`src/rtl/tone_decoder.sv`:
```
`default_nettype none
// ============================================================================
// Module   : tone_decoder
// Brief    : Measures the half-period of a square-wave tone and reports stable notes.
// Revision : 1.0
// ============================================================================
module tone_decoder #(
    parameter int PRESCALE      = 2048,
    parameter int TIMEOUT_UNITS = 128
) (
    input  logic       clk,
    input  logic       rst,
    input  logic       audio,
    output logic [6:0] hp_meas,
    output logic       hp_valid,
    output logic [6:0] note_hp,
    output logic       note_stb,
    output logic       tone_active
);

    localparam int CNT_MAX = TIMEOUT_UNITS * PRESCALE;
    localparam int CW      = $clog2(CNT_MAX + 2);

    typedef enum logic [1:0] {
        IDLE   = 2'd0,
        ARMED  = 2'd1,
        LOCKED = 2'd2
    } state_t;

    state_t        state_q, state_d;
    logic [2:0]    sync_q, sync_d;
    logic [CW-1:0] cnt_q, cnt_d;
    logic [6:0]    hp_meas_q, hp_meas_d;
    logic          hp_valid_q, hp_valid_d;
    logic [6:0]    note_hp_q, note_hp_d;
    logic          note_stb_q, note_stb_d;
    logic          tone_active_q, tone_active_d;
    logic [6:0]    prev_q, prev_d;
    logic          prev_valid_q, prev_valid_d;
    logic          noted_q, noted_d;

    logic          edge_w;
    logic          timeout_w;
    logic [CW:0]   n_round_w;
    logic [CW:0]   raw_full_w;
    logic [6:0]    raw_w;

    // sync_q[1] is the synchronized sample, sync_q[2] its value one cycle earlier
    assign edge_w     = sync_q[2] ^ sync_q[1];
    assign timeout_w  = (state_q != IDLE) && (cnt_q == CW'(CNT_MAX - 1));
    // cnt_q lags the true elapsed cycle count by one
    assign n_round_w  = {1'b0, cnt_q} + (CW+1)'(1 + PRESCALE / 2);
    assign raw_full_w = n_round_w / (CW+1)'(PRESCALE);
    assign raw_w      = (raw_full_w > (CW+1)'(127)) ? 7'd127 : raw_full_w[6:0];

    always_comb begin
        state_d       = state_q;
        sync_d        = {sync_q[1:0], audio};
        hp_meas_d     = hp_meas_q;
        hp_valid_d    = 1'b0;
        note_hp_d     = note_hp_q;
        note_stb_d    = 1'b0;
        tone_active_d = tone_active_q;
        prev_d        = prev_q;
        prev_valid_d  = prev_valid_q;
        noted_d       = noted_q;

        if (edge_w) begin
            cnt_d = '0;
        end else if (cnt_q == CW'(CNT_MAX)) begin
            cnt_d = cnt_q;
        end else begin
            cnt_d = cnt_q + CW'(1);
        end

        if (edge_w) begin
            if (state_q == IDLE || timeout_w) begin
                // an edge coincident with timeout becomes the new reference edge
                state_d = ARMED;
                if (timeout_w) begin
                    tone_active_d = 1'b0;
                    prev_valid_d  = 1'b0;
                    noted_d       = 1'b0;
                end
            end else if (raw_w != 7'd0) begin
                state_d    = LOCKED;
                hp_meas_d  = raw_w;
                hp_valid_d = 1'b1;
                if (prev_valid_q && (raw_w == prev_q) &&
                    (!noted_q || (raw_w != note_hp_q))) begin
                    note_hp_d     = raw_w;
                    note_stb_d    = 1'b1;
                    tone_active_d = 1'b1;
                    noted_d       = 1'b1;
                end
                prev_d       = raw_w;
                prev_valid_d = 1'b1;
            end
        end else if (timeout_w) begin
            state_d       = IDLE;
            tone_active_d = 1'b0;
            prev_valid_d  = 1'b0;
            noted_d       = 1'b0;
        end
    end

    always_ff @(posedge clk or posedge rst) begin
        if (rst) begin
            state_q       <= IDLE;
            sync_q        <= '0;
            cnt_q         <= '0;
            hp_meas_q     <= '0;
            hp_valid_q    <= 1'b0;
            note_hp_q     <= '0;
            note_stb_q    <= 1'b0;
            tone_active_q <= 1'b0;
            prev_q        <= '0;
            prev_valid_q  <= 1'b0;
            noted_q       <= 1'b0;
        end else begin
            state_q       <= state_d;
            sync_q        <= sync_d;
            cnt_q         <= cnt_d;
            hp_meas_q     <= hp_meas_d;
            hp_valid_q    <= hp_valid_d;
            note_hp_q     <= note_hp_d;
            note_stb_q    <= note_stb_d;
            tone_active_q <= tone_active_d;
            prev_q        <= prev_d;
            prev_valid_q  <= prev_valid_d;
            noted_q       <= noted_d;
        end
    end

    assign hp_meas     = hp_meas_q;
    assign hp_valid    = hp_valid_q;
    assign note_hp     = note_hp_q;
    assign note_stb    = note_stb_q;
    assign tone_active = tone_active_q;

endmodule
`default_nettype wire

```
`config.mk`:
```
export PLATFORM = sky130hd
export DESIGN_NAME = tone_decoder
export DESIGN_NICKNAME = d
export VERILOG_FILES = /design/src/rtl/tone_decoder.sv
export SDC_FILE = /design/constraint.sdc
export NUM_CORES = 1
export LEC_CHECK = 0
export CAP_MARGIN = 10
export CORE_MARGIN = 3
export CORE_UTILIZATION = 49
export CTS_BUF_LIST = sky130_fd_sc_hd__clkbuf_2 sky130_fd_sc_hd__clkbuf_4 sky130_fd_sc_hd__clkbuf_8
export DETAILED_ROUTE_END_ITERATION = 8
export GPL_TIMING_DRIVEN = 0
export PLACE_DENSITY_LB_ADDON = 0.1
export SYNTH_ARGS = -nofsm -noshare
export SYNTH_HDL_FRONTEND = slang
export SYNTH_SLANG_ARGS = --single-unit
```
`constraint.sdc`:
```
create_clock -name clk -period 3.8 [get_ports clk]
set_input_delay 0.76 -clock clk [delete_from_list [all_inputs] [get_ports clk]]
set_output_delay 0.76 -clock clk [all_outputs]
set_load 0.01 [all_outputs]
```
# Word level (Yosys, flattened, before mapping)
# Index checks and enable logic that the tools add are counted.
dict set report totals {
  word_cells 62
  reg_bits 43
  out_inout_bits 17
}
dict set report op_classes {
  n_bitwise 2
  addsub 2
  eq_ne 7
  n_mux 26
  n_reduce_logical 14
  order_cmp 1
}
# cell n
set ops {}
lappend ops {{2-to-1 mux 19 bit} 2}
lappend ops {{adder 19 x 11 -> 20 bit (second input constant)} 1}
lappend ops {{adder 19 x 1 -> 19 bit (second input constant)} 1}
lappend ops {{equality test 19 x 18 -> 1 bit (second input constant)} 1}
lappend ops {{equality test 19 bit (second input constant)} 1}
lappend ops {{2-to-1 mux 1 bit} 19}
lappend ops {{> comparator 9 x 7 -> 1 bit (second input constant)} 1}
lappend ops {{2-to-1 mux 2 bit} 4}
lappend ops {{equality test 7 bit} 1}
lappend ops {{2-to-1 mux 7 bit} 1}
lappend ops {{inequality test 7 bit} 1}
lappend ops {{nonzero test 7 bit} 1}
lappend ops {{inequality test 3 x 1 -> 1 bit (second input constant)} 2}
lappend ops {{AND reduction 2 bit} 2}
lappend ops {{AND reduction 4 bit} 1}
lappend ops {{nonzero test 2 bit} 2}
lappend ops {{logical AND 1 bit} 3}
lappend ops {{AND reduction 3 bit} 1}
lappend ops {{zero test 2 bit} 1}
lappend ops {{logical OR 1 bit} 2}
lappend ops {{inequality test 2 bit (second input constant)} 1}
lappend ops {{zero test 1 bit} 1}
lappend ops {{NOT 1 bit} 1}
lappend ops {{bitwise XOR 1 bit} 1}

# Longest topological paths before layout
# Gate-level depths: netlist of run 1.
dict set report logic_depth {
  depth_word 10
  mapped_depth 11
  depth_no_buf 10
}

# Least setup slack after synthesis of run 1
# OpenSTA, ideal clock, no wires.
dict set report synth_path {
  path_kind {register to register}
  startpoint {register cnt_q[14]}
  endpoint {register note_hp_q[1] (netlist: note_hp[1])}
  path_buffers 1
  path_slack_ns 0.729
  setup_time_ns 0.125
  path_stages_with_launch 11
  t_arrival_ns 2.946
  path_cell_list {dfrtp_1 > buf_4 > and4_1 > nand2_1 > or4_4 > a221oi_4 > xnor2_1 > nor4_2 > nand4_2 > a41oi_4 > mux2_4}
}
dict set report synth_via {
  elab_chain_len 7
}
# element line_no
set synth_lines {}
lappend synth_lines {{start: declaration} 32} ;# logic [CW-1:0] cnt_q, cnt_d;
lappend synth_lines {{start signal: assignment} 123} ;# cnt_q <= cnt_d;
lappend synth_lines {{adder 19 x 11 -> 20 bit} 52} ;# assign n_round_w = {1'b0, cnt_q} + (CW+1)'(1 + PRESCALE / 2);
lappend synth_lines {{> comparator 9 x 7 -> 1 bit} 54} ;# assign raw_w = (raw_full_w > (CW+1)'(127)) ? 7'd127 : raw_full_w[6:0];
lappend synth_lines {{2-to-1 mux 7 bit} 54}
lappend synth_lines {{equality test 7 bit / inequality test 7 bit (equally long branches)} {89, 90}}
lappend synth_lines {{logical AND 1 bit / logical OR 1 bit (equally long branches)} {89, 90}}
lappend synth_lines {{logical AND 1 bit} 89} ;# if (prev_valid_q && (raw_w == prev_q) &&
lappend synth_lines {{AND reduction 4 bit (no line)} --}
lappend synth_lines {{end signal: assignment} 126} ;# note_hp_q <= note_hp_d;
lappend synth_lines {{end: declaration} 35} ;# logic [6:0] note_hp_q, note_hp_d;
# Several ways; a longest one is shown, not always the timed one.
# A chain may end at the register's enable or synchronous reset.

# Final worst setup path of run 1
dict set report layout_path {
  startpoint {register cnt_q[11]}
  endpoint {register note_hp_q[5] (netlist: note_hp[5])}
}
# Same word-level chain as after synthesis.

==> results of run 1 <==
[placed cells by master, fill, tap and decap left out, types with 2 or more instances in the layout]
| cell | instances |
|---|---|
| a21o_1 | 3 |
| clkbuf_8 | 5 |
| xnor2_1 | 9 |
| buf_4 | 6 |
| inv_1 | 9 |
| clkdlybuf4s50_1 | 19 |
| clkbuf_1 | 7 |
| nand2b_1 | 2 |
| nand2_1 | 26 |
| o21ai_0 | 8 |
| nand4_1 | 9 |
| nor4_1 | 9 |
| or4_1 | 3 |
| or3_1 | 2 |
| mux2_4 | 3 |
| nand3_1 | 13 |
| and4_1 | 4 |
| mux2_1 | 2 |
| dfrtp_1 | 43 |
| a31oi_1 | 6 |
| o21ai_1 | 4 |
| a21oi_1 | 7 |
| nor2_1 | 38 |
| mux2i_1 | 2 |
| o22ai_1 | 3 |
| ha_1 | 2 |
| nor3_1 | 6 |
| o21a_1 | 2 |
| xor2_1 | 17 |
| and2_1 | 3 |
| nor2b_1 | 2 |
[layout make-up]
type                            instances  area share (%)
Multi-Input combinational cell        212            47.6
Sequential cell                        43            36.4
Timing Repair Buffer                   19            6.44
Tap cell                               67            2.84
Clock buffer                            6            2.58
Buffer                                 13            2.41
Inverter                               10            1.27
Clock inverter                          2           0.423
[cell families after synthesis]
family / count (synthesis)
AND/OR/NAND/NOR: 126
multiplexers: 7
flip-flops: 43
adder cells (fa/ha/maj): 2
buffers and inverters: 24
AO/OA/AOI/OAI: 50
XOR/XNOR: 27
[final timing paths]
path	to	slack, ps	cells after the start
worst max-delay path	note_hp[5]	170	10
worst min-delay path	sync_q[1]	360	0
worst max register to register	note_hp[5]	170	10
worst min register to register	sync_q[1]	360	0
max in group asynchronous	note_hp[6]	2270	2
min in group asynchronous	note_stb	960	2
[routing by layer]
layer | GRT usage [%] | wire, µm | vias up
met1 | 30.5 | 2930 | 991
met5 | 0 | 0 | -
met2 | 31.1 | 2570 | 52
li1 | - | - | 1063
met3 | 3.67 | 277 | 6
met4 | 5.94 | 57 | 0
[flip-flops by register name, summed over array words and instances, names as in the netlist, named ones only]
name / flops
state_q: 2
sync_q: 3
note_stb: 1
prev_q: 7
hp_valid: 1
note_hp: 7
cnt_q: 19
[cell usage after synthesis (2+ instances only)]
cell type	number
nand4_1	9
nor3_1	6
xor2_1	17
o21ai_1	4
a41oi_1	2
nor4_1	9
a21oi_1	7
o21a_1	2
mux2i_1	2
a21o_1	3
a31oi_1	6
ha_1	2
inv_1	10
o41ai_1	2
buf_4	6
nand2b_1	2
xnor2_1	9
o21ai_0	8
clkbuf_1	8
or3_1	2
and2_1	3
nand3_1	13
nor2_1	38
mux2_4	3
or4_1	3
o22ai_1	3
nand2_1	26
dfrtp_1	43
nor2b_1	2
mux2_1	2
and4_1	4
[report_power, final]
| part | total [mW] | internal, mW | switching, mW |
|---|---|---|---|
| clock network | 0.292 | 0.136 | 0.157 |
| logic | 0.0487 | 0.0158 | 0.0329 |
| registers | 0.474 | 0.465 | 0.00928 |
[per-stage QoR]
step / power [mW] / hold WS (ps) / instances
floorplan: 0.518 / 331 / 279
global placement: 0.531 / 333 / 365
detailed placement: 0.532 / 342 / 365
CTS: 0.825 / 362 / 373
global route: 0.856 / 364 / 372
finish: 0.816 / 359 / 372
[worst max-delay path, delay by kind of cell (launching register included)]
family / cells / cell delay (ps)
and+or+nand+nor: 4 / 1300
AOI/OAI and AO/OA: 3 / 970
buffers and inverters: 1 / 400
DFF: 1 / 360
muxes: 1 / 340
xor gates and xnor gates: 1 / 130
==> metrics.yaml, run 1 <==
postCtsHoldBufs: 0
ioPinCount: 20
syn_inst: 279
nets: 309
drtAntennaViolNets: 0
p_leak_nw: 1.25
die_h_um: 78.6
startpoint_type: "register"
synth_area_leader_cell: "dfrtp_1"
synth-main-ff-cell: "dfrtp_1"
clock.fmax_mhz: 275
yosysSeqAreaShare_pct: 41.7
ys_warn_count: 0
path_clk_slew_ps: 80
synthAdderAreaFrac_pct: 0.969
synthMuxAreaShare_pct: 3.39
finish.utilization_pct: 60.2
initial_core_util_pct: 52.6
synth_top_family_by_area: "simple AND/OR/NAND/NOR gates"
power_density_nw_per_um2: 276
n_fill_cell: 433
gp_congestion: 0.906
synth_compound_gate_area_share_pct: 14.5
syn_area_um2: 2580
clock_latency_ps: 290
synth_async_sr_flop_share_pct: 100
drt_wl_total_mm: 5.84
hold_start: "sync_q[0]"
synth_edf_count: 0
cts_buffer_depth: 2
status: "finished, final reports clean"
setup_viol: 0
die_area_um2: 6170
synth-seq-cells: 43
drv_cap: 0
final_cell_area_um2: 2960
post-cts-setup-buffers: 0
seq_area_um2: 1080
synth.distinct_cells: 54
root_buffer: "clkbuf_8"
grt_overflow: 0
grt.total_usage_pct: 20.7
synth.area.top_cells: "dfrtp_1 (42%), xor2_1 (5.8%), nor2_1 (5.5%), nand2_1 (3.8%), xnor2_1 (3.1%)"
min_period_over_period_pct: 95.6
cts_sinks: 43
hold_viol: 0
grt_pass1_vias: 2047
multi_input_area_um2: 1410
antenna_found_initial: 0
hpwl_mm: 4.18
rr_startpoint: "cnt_q[11]"
fin_crit_ps: 3630
yosys.area_share.simple_pct: 25.4
antenna_cells: 0
cp_data_required_time_ps: 3980
core_area_um2: 4910
drt_iter0_drc: 196
detail_route.wl_per_cell_um: 15.7
slew_viol_final: 0
ctsResizeCount: 0
dp_worst_setup_slack_ps: 222
slowest_stage: "nor4_1"
synth_top_area_share_pct: 41.7
fin_tns_setup_ps: 0
rsz0062_at_grt: "no"
cts_tree: "done"
area_growth_pct: 14.5
cts_max_level: 2
drive_above_1_share_pct: 9.18
synthXorXnorAreaFrac_pct: 9.69
syn_avg_cell_area_um2: 9.25
io_buffers: 19
cpPeakStageDelay_ps: 520
critical_path_class: "reg2reg"
irDropWorstVdd_mv: 0.187
startpoint: "cnt_q[11]"
die_x_um: 78.6
routed-via-count: 2112
route.detailed.drc: 0
cts_buffers: 5
worst_pin_slew_ps: 883
arrival_ps: 3810
grt_pass1_wl_mm: 10.1
grt_max_degree: 44
clock_skew_ps: 6.62
dpl_cell_area_um2: 2860
relSlewSlack_pct: 41.0
hp-class: "reg2reg"
fin_ws_ps: 168
synthesis.nets: 284
crit_chain: "clkbuf_1 > nand2_1 > nor4_1 > o21ai_1 > a221oi_4 > xnor2_1 > nor4_2 > nand4_2 > a41oi_4 > mux2_4"
dr.pass1.iters: 4
critPathMaxFanout: 10
vias_per_cell: 5.68
endpoint_kind: "register"
row_count: 25
No activity file was read; power rests on OpenSTA's default activity.
==> run 2, diff against run 1 <==
--- a/config.mk
+++ b/config.mk
@@ -12,6 +12,7 @@
 export DETAILED_ROUTE_END_ITERATION = 8
 export GPL_TIMING_DRIVEN = 0
 export PLACE_DENSITY_LB_ADDON = 0.1
+export SKIP_LAST_GASP = 1
 export SYNTH_ARGS = -nofsm -noshare
 export SYNTH_HDL_FRONTEND = slang
 export SYNTH_SLANG_ARGS = --single-unit
==> constraint.sdc (replaced) <==
create_clock -name clk -period 4.15 [get_ports clk]
set_input_delay 0.83 -clock clk [delete_from_list [all_inputs] [get_ports clk]]
set_output_delay 0.83 -clock clk [all_outputs]
set_load 0.01 [all_outputs]
==> run 2 against run 1 <==
Register-to-register slack improved by 350 ps. Global-route usage did not move. Maximum frequency about the same. Final area shrank 0.38%. Worst hold slack hardly changed. Combinational power is 9.4% lower. Largest cell class unchanged. Setup slack better by 350 ps.
==> metrics.yaml, run 2 (synthesized netlist as in run 1, its figures left out) <==
arrival_ps: 3810  # about the same
nets: 310  # was 309
postCtsHoldBufs: 0  # unchanged
r2r_cells: 10  # unchanged
grt_pass1_wl_mm: 10.1  # unchanged
largest-register: "cnt_q"  # unchanged
drive_above_1_share_pct: 8.50  # was 9.18%
cp_num_cells: 10  # unchanged
status: "finished, final reports clean"  # unchanged
cts_max_level: 2  # unchanged
final_cell_mix: "dfrtp_1 (43), nor2_1 (38), nand2_1 (26)"  # unchanged
cts_buffer_depth: 2  # unchanged
power_density_nw_per_um2: 253  # was 276 nW/µm²
grt.total_usage_pct: 20.7  # unchanged
hp-class: "reg2reg"  # unchanged
cts_tree: "done"  # unchanged
hpwl_mm: 4.18  # unchanged
path_buf_inv: 1  # unchanged
grt_overflow: 0  # unchanged
rr_startpoint: "cnt_q[12]"  # was cnt_q[11]
cts_sinks: 43  # unchanged
detail_route.wl_per_cell_um: 15.6  # was 15.7 µm
route.detailed.drc: 0  # unchanged
n_fill_cell: 432  # was 433
setup_viol: 0  # unchanged
dpl_cell_area_um2: 2860  # unchanged
drtAntennaViolNets: 0  # unchanged
row_count: 25  # unchanged
root_buffer: "clkbuf_8"  # unchanged
die_area_um2: 6170  # unchanged
slew_viol_final: 0  # unchanged
irDropWorstVdd_mv: 0.201  # was 0.187 mV
final_cell_area_um2: 2940  # was 2960 µm²
area_growth_pct: 14.1  # was 14.5%
startpoint_type: "register"  # unchanged
initial_core_util_pct: 52.6  # unchanged
antenna_found_initial: 0  # unchanged
grt_max_degree: 44  # unchanged
critPathMaxFanout: 9  # was 10
ioPinCount: 20  # unchanged
antenna_cells: 0  # unchanged
hold_viol: 0  # unchanged
clock_skew_ps: 8.49  # was 6.62 ps
crit_chain: "clkbuf_1 > and3_1 > a41oi_1 > o21bai_1 > a221oi_4 > xnor2_1 > nor4_2 > nand4_2 > a41oi_4 > mux2_4"  # was clkbuf_1 > nand2_1 > nor4_1 > o21ai_1 > a221oi_4 > xnor2_1 > nor4_2 > nand4_2 > a41oi_4 > mux2_4
slowest_stage: "a41oi_1"  # was nor4_1
post-cts-setup-buffers: 0  # unchanged
core_area_um2: 4910  # unchanged
min_period_over_period_pct: 87.6  # was 95.6%
path_clk_slew_ps: 80  # about the same
grt_pass1_vias: 2047  # unchanged
r2r_end: "note_hp[5]"  # unchanged
vias_per_cell: 5.63  # was 5.68
cpPeakStageDelay_ps: 470  # was 520 ps
ff2ff_setup_slack_ps: 510  # was 170 ps
p_leak_nw: 1.24  # was 1.25 nW
die_h_um: 78.6  # unchanged
cts_buffers: 5  # unchanged
fin_tns_setup_ps: 0  # unchanged
dr.pass1.iters: 4  # unchanged
ctsResizeCount: 0  # unchanged
rsz0062_at_grt: "no"  # unchanged
cp_data_required_time_ps: 4330  # was 3980 ps
layout_commonest_cell: "dfrtp_1"  # unchanged
largest_reg_flops: 19  # unchanged
io_buffers: 19  # unchanged
fin_crit_ps: 3640  # was 3630 ps
die_x_um: 78.6  # unchanged
gp_congestion: 0.906  # unchanged
clock.fmax_mhz: 275  # about the same
clock_latency_ps: 290  # about the same
cpLargestDelayFamily: "compound AO/OA/AOI/OAI gates"  # was simple AND/OR/NAND/NOR gates
cp-endpoint: "note_hp[5]"  # unchanged
routed-via-count: 2099  # was 2112
startpoint: "cnt_q[12]"  # was cnt_q[11]
drt_iter0_drc: 161  # was 196
drt_wl_total_mm: 5.81  # was 5.84 mm
critical_path_class: "reg2reg"  # unchanged
drv_cap: 0  # unchanged
endpoint_kind: "register"  # unchanged
relSlewSlack_pct: 41.0  # about the same
worst_pin_slew_ps: 883  # about the same
## run 2: final cells by class
type,count,area [µm²],share of cell area (%)
Buffer,14,75.1,2.55
Timing Repair Buffer,19,190,6.46
Inverter,10,37.5,1.27
Sequential cell,43,1080,36.5
Clock buffer,6,76.3,2.59
Tap cell,67,83.8,2.85
Multi-Input combinational cell,212,1390,47.3
Clock inverter,2,12.5,0.425
## run 2: through the flow
step	setup WS (ps)	total power, mW	util (%)	hold WS (ps)	cells
final	515	0.745	59.9	359	373
after global routing	220	0.783	59.9	364	373
after CTS	543	0.755	59.9	362	373
after detailed placement	572	0.487	58.1	342	365
after global placement	596	0.486	58.1	333	365
after floorplan	1080	0.474	-	331	279
## run 2: worst min path at each step
stage	slack, ps	endpoint	depth (start not counted)	startpoint
floorplan	330	sync_q[1]	0	sync_q[0]
global placement	330	sync_q[1]	0	sync_q[0]
detailed placement	340	sync_q[1]	0	sync_q[0]
CTS	360	sync_q[1]	0	sync_q[0]
global route	360	sync_q[1]	0	sync_q[0]
finish	360	sync_q[1]	0	sync_q[0]
## run 2: layer usage
| metal | GRT usage [%] | wire, µm | part of all wire, % | up-vias |
|---|---|---|---|---|
| met5 | 0 | 0 | 0 | - |
| met4 | 5.94 | 57 | 0.98 | 0 |
| met1 | 30.5 | 2960 | 51 | 981 |
| met3 | 3.67 | 249 | 4.3 | 5 |
| li1 | - | - | - | 1064 |
| met2 | 31.1 | 2540 | 44 | 49 |
## run 2: power by group
| part | internal, mW | switching (mW) | leakage [nW] |
|---|---|---|---|
| clock | 0.124 | 0.142 | 0.0446 |
| combinational | 0.0145 | 0.0296 | 0.613 |
| sequential | 0.426 | 0.00854 | 0.587 |
| total | 0.565 | 0.180 | 1.24 |
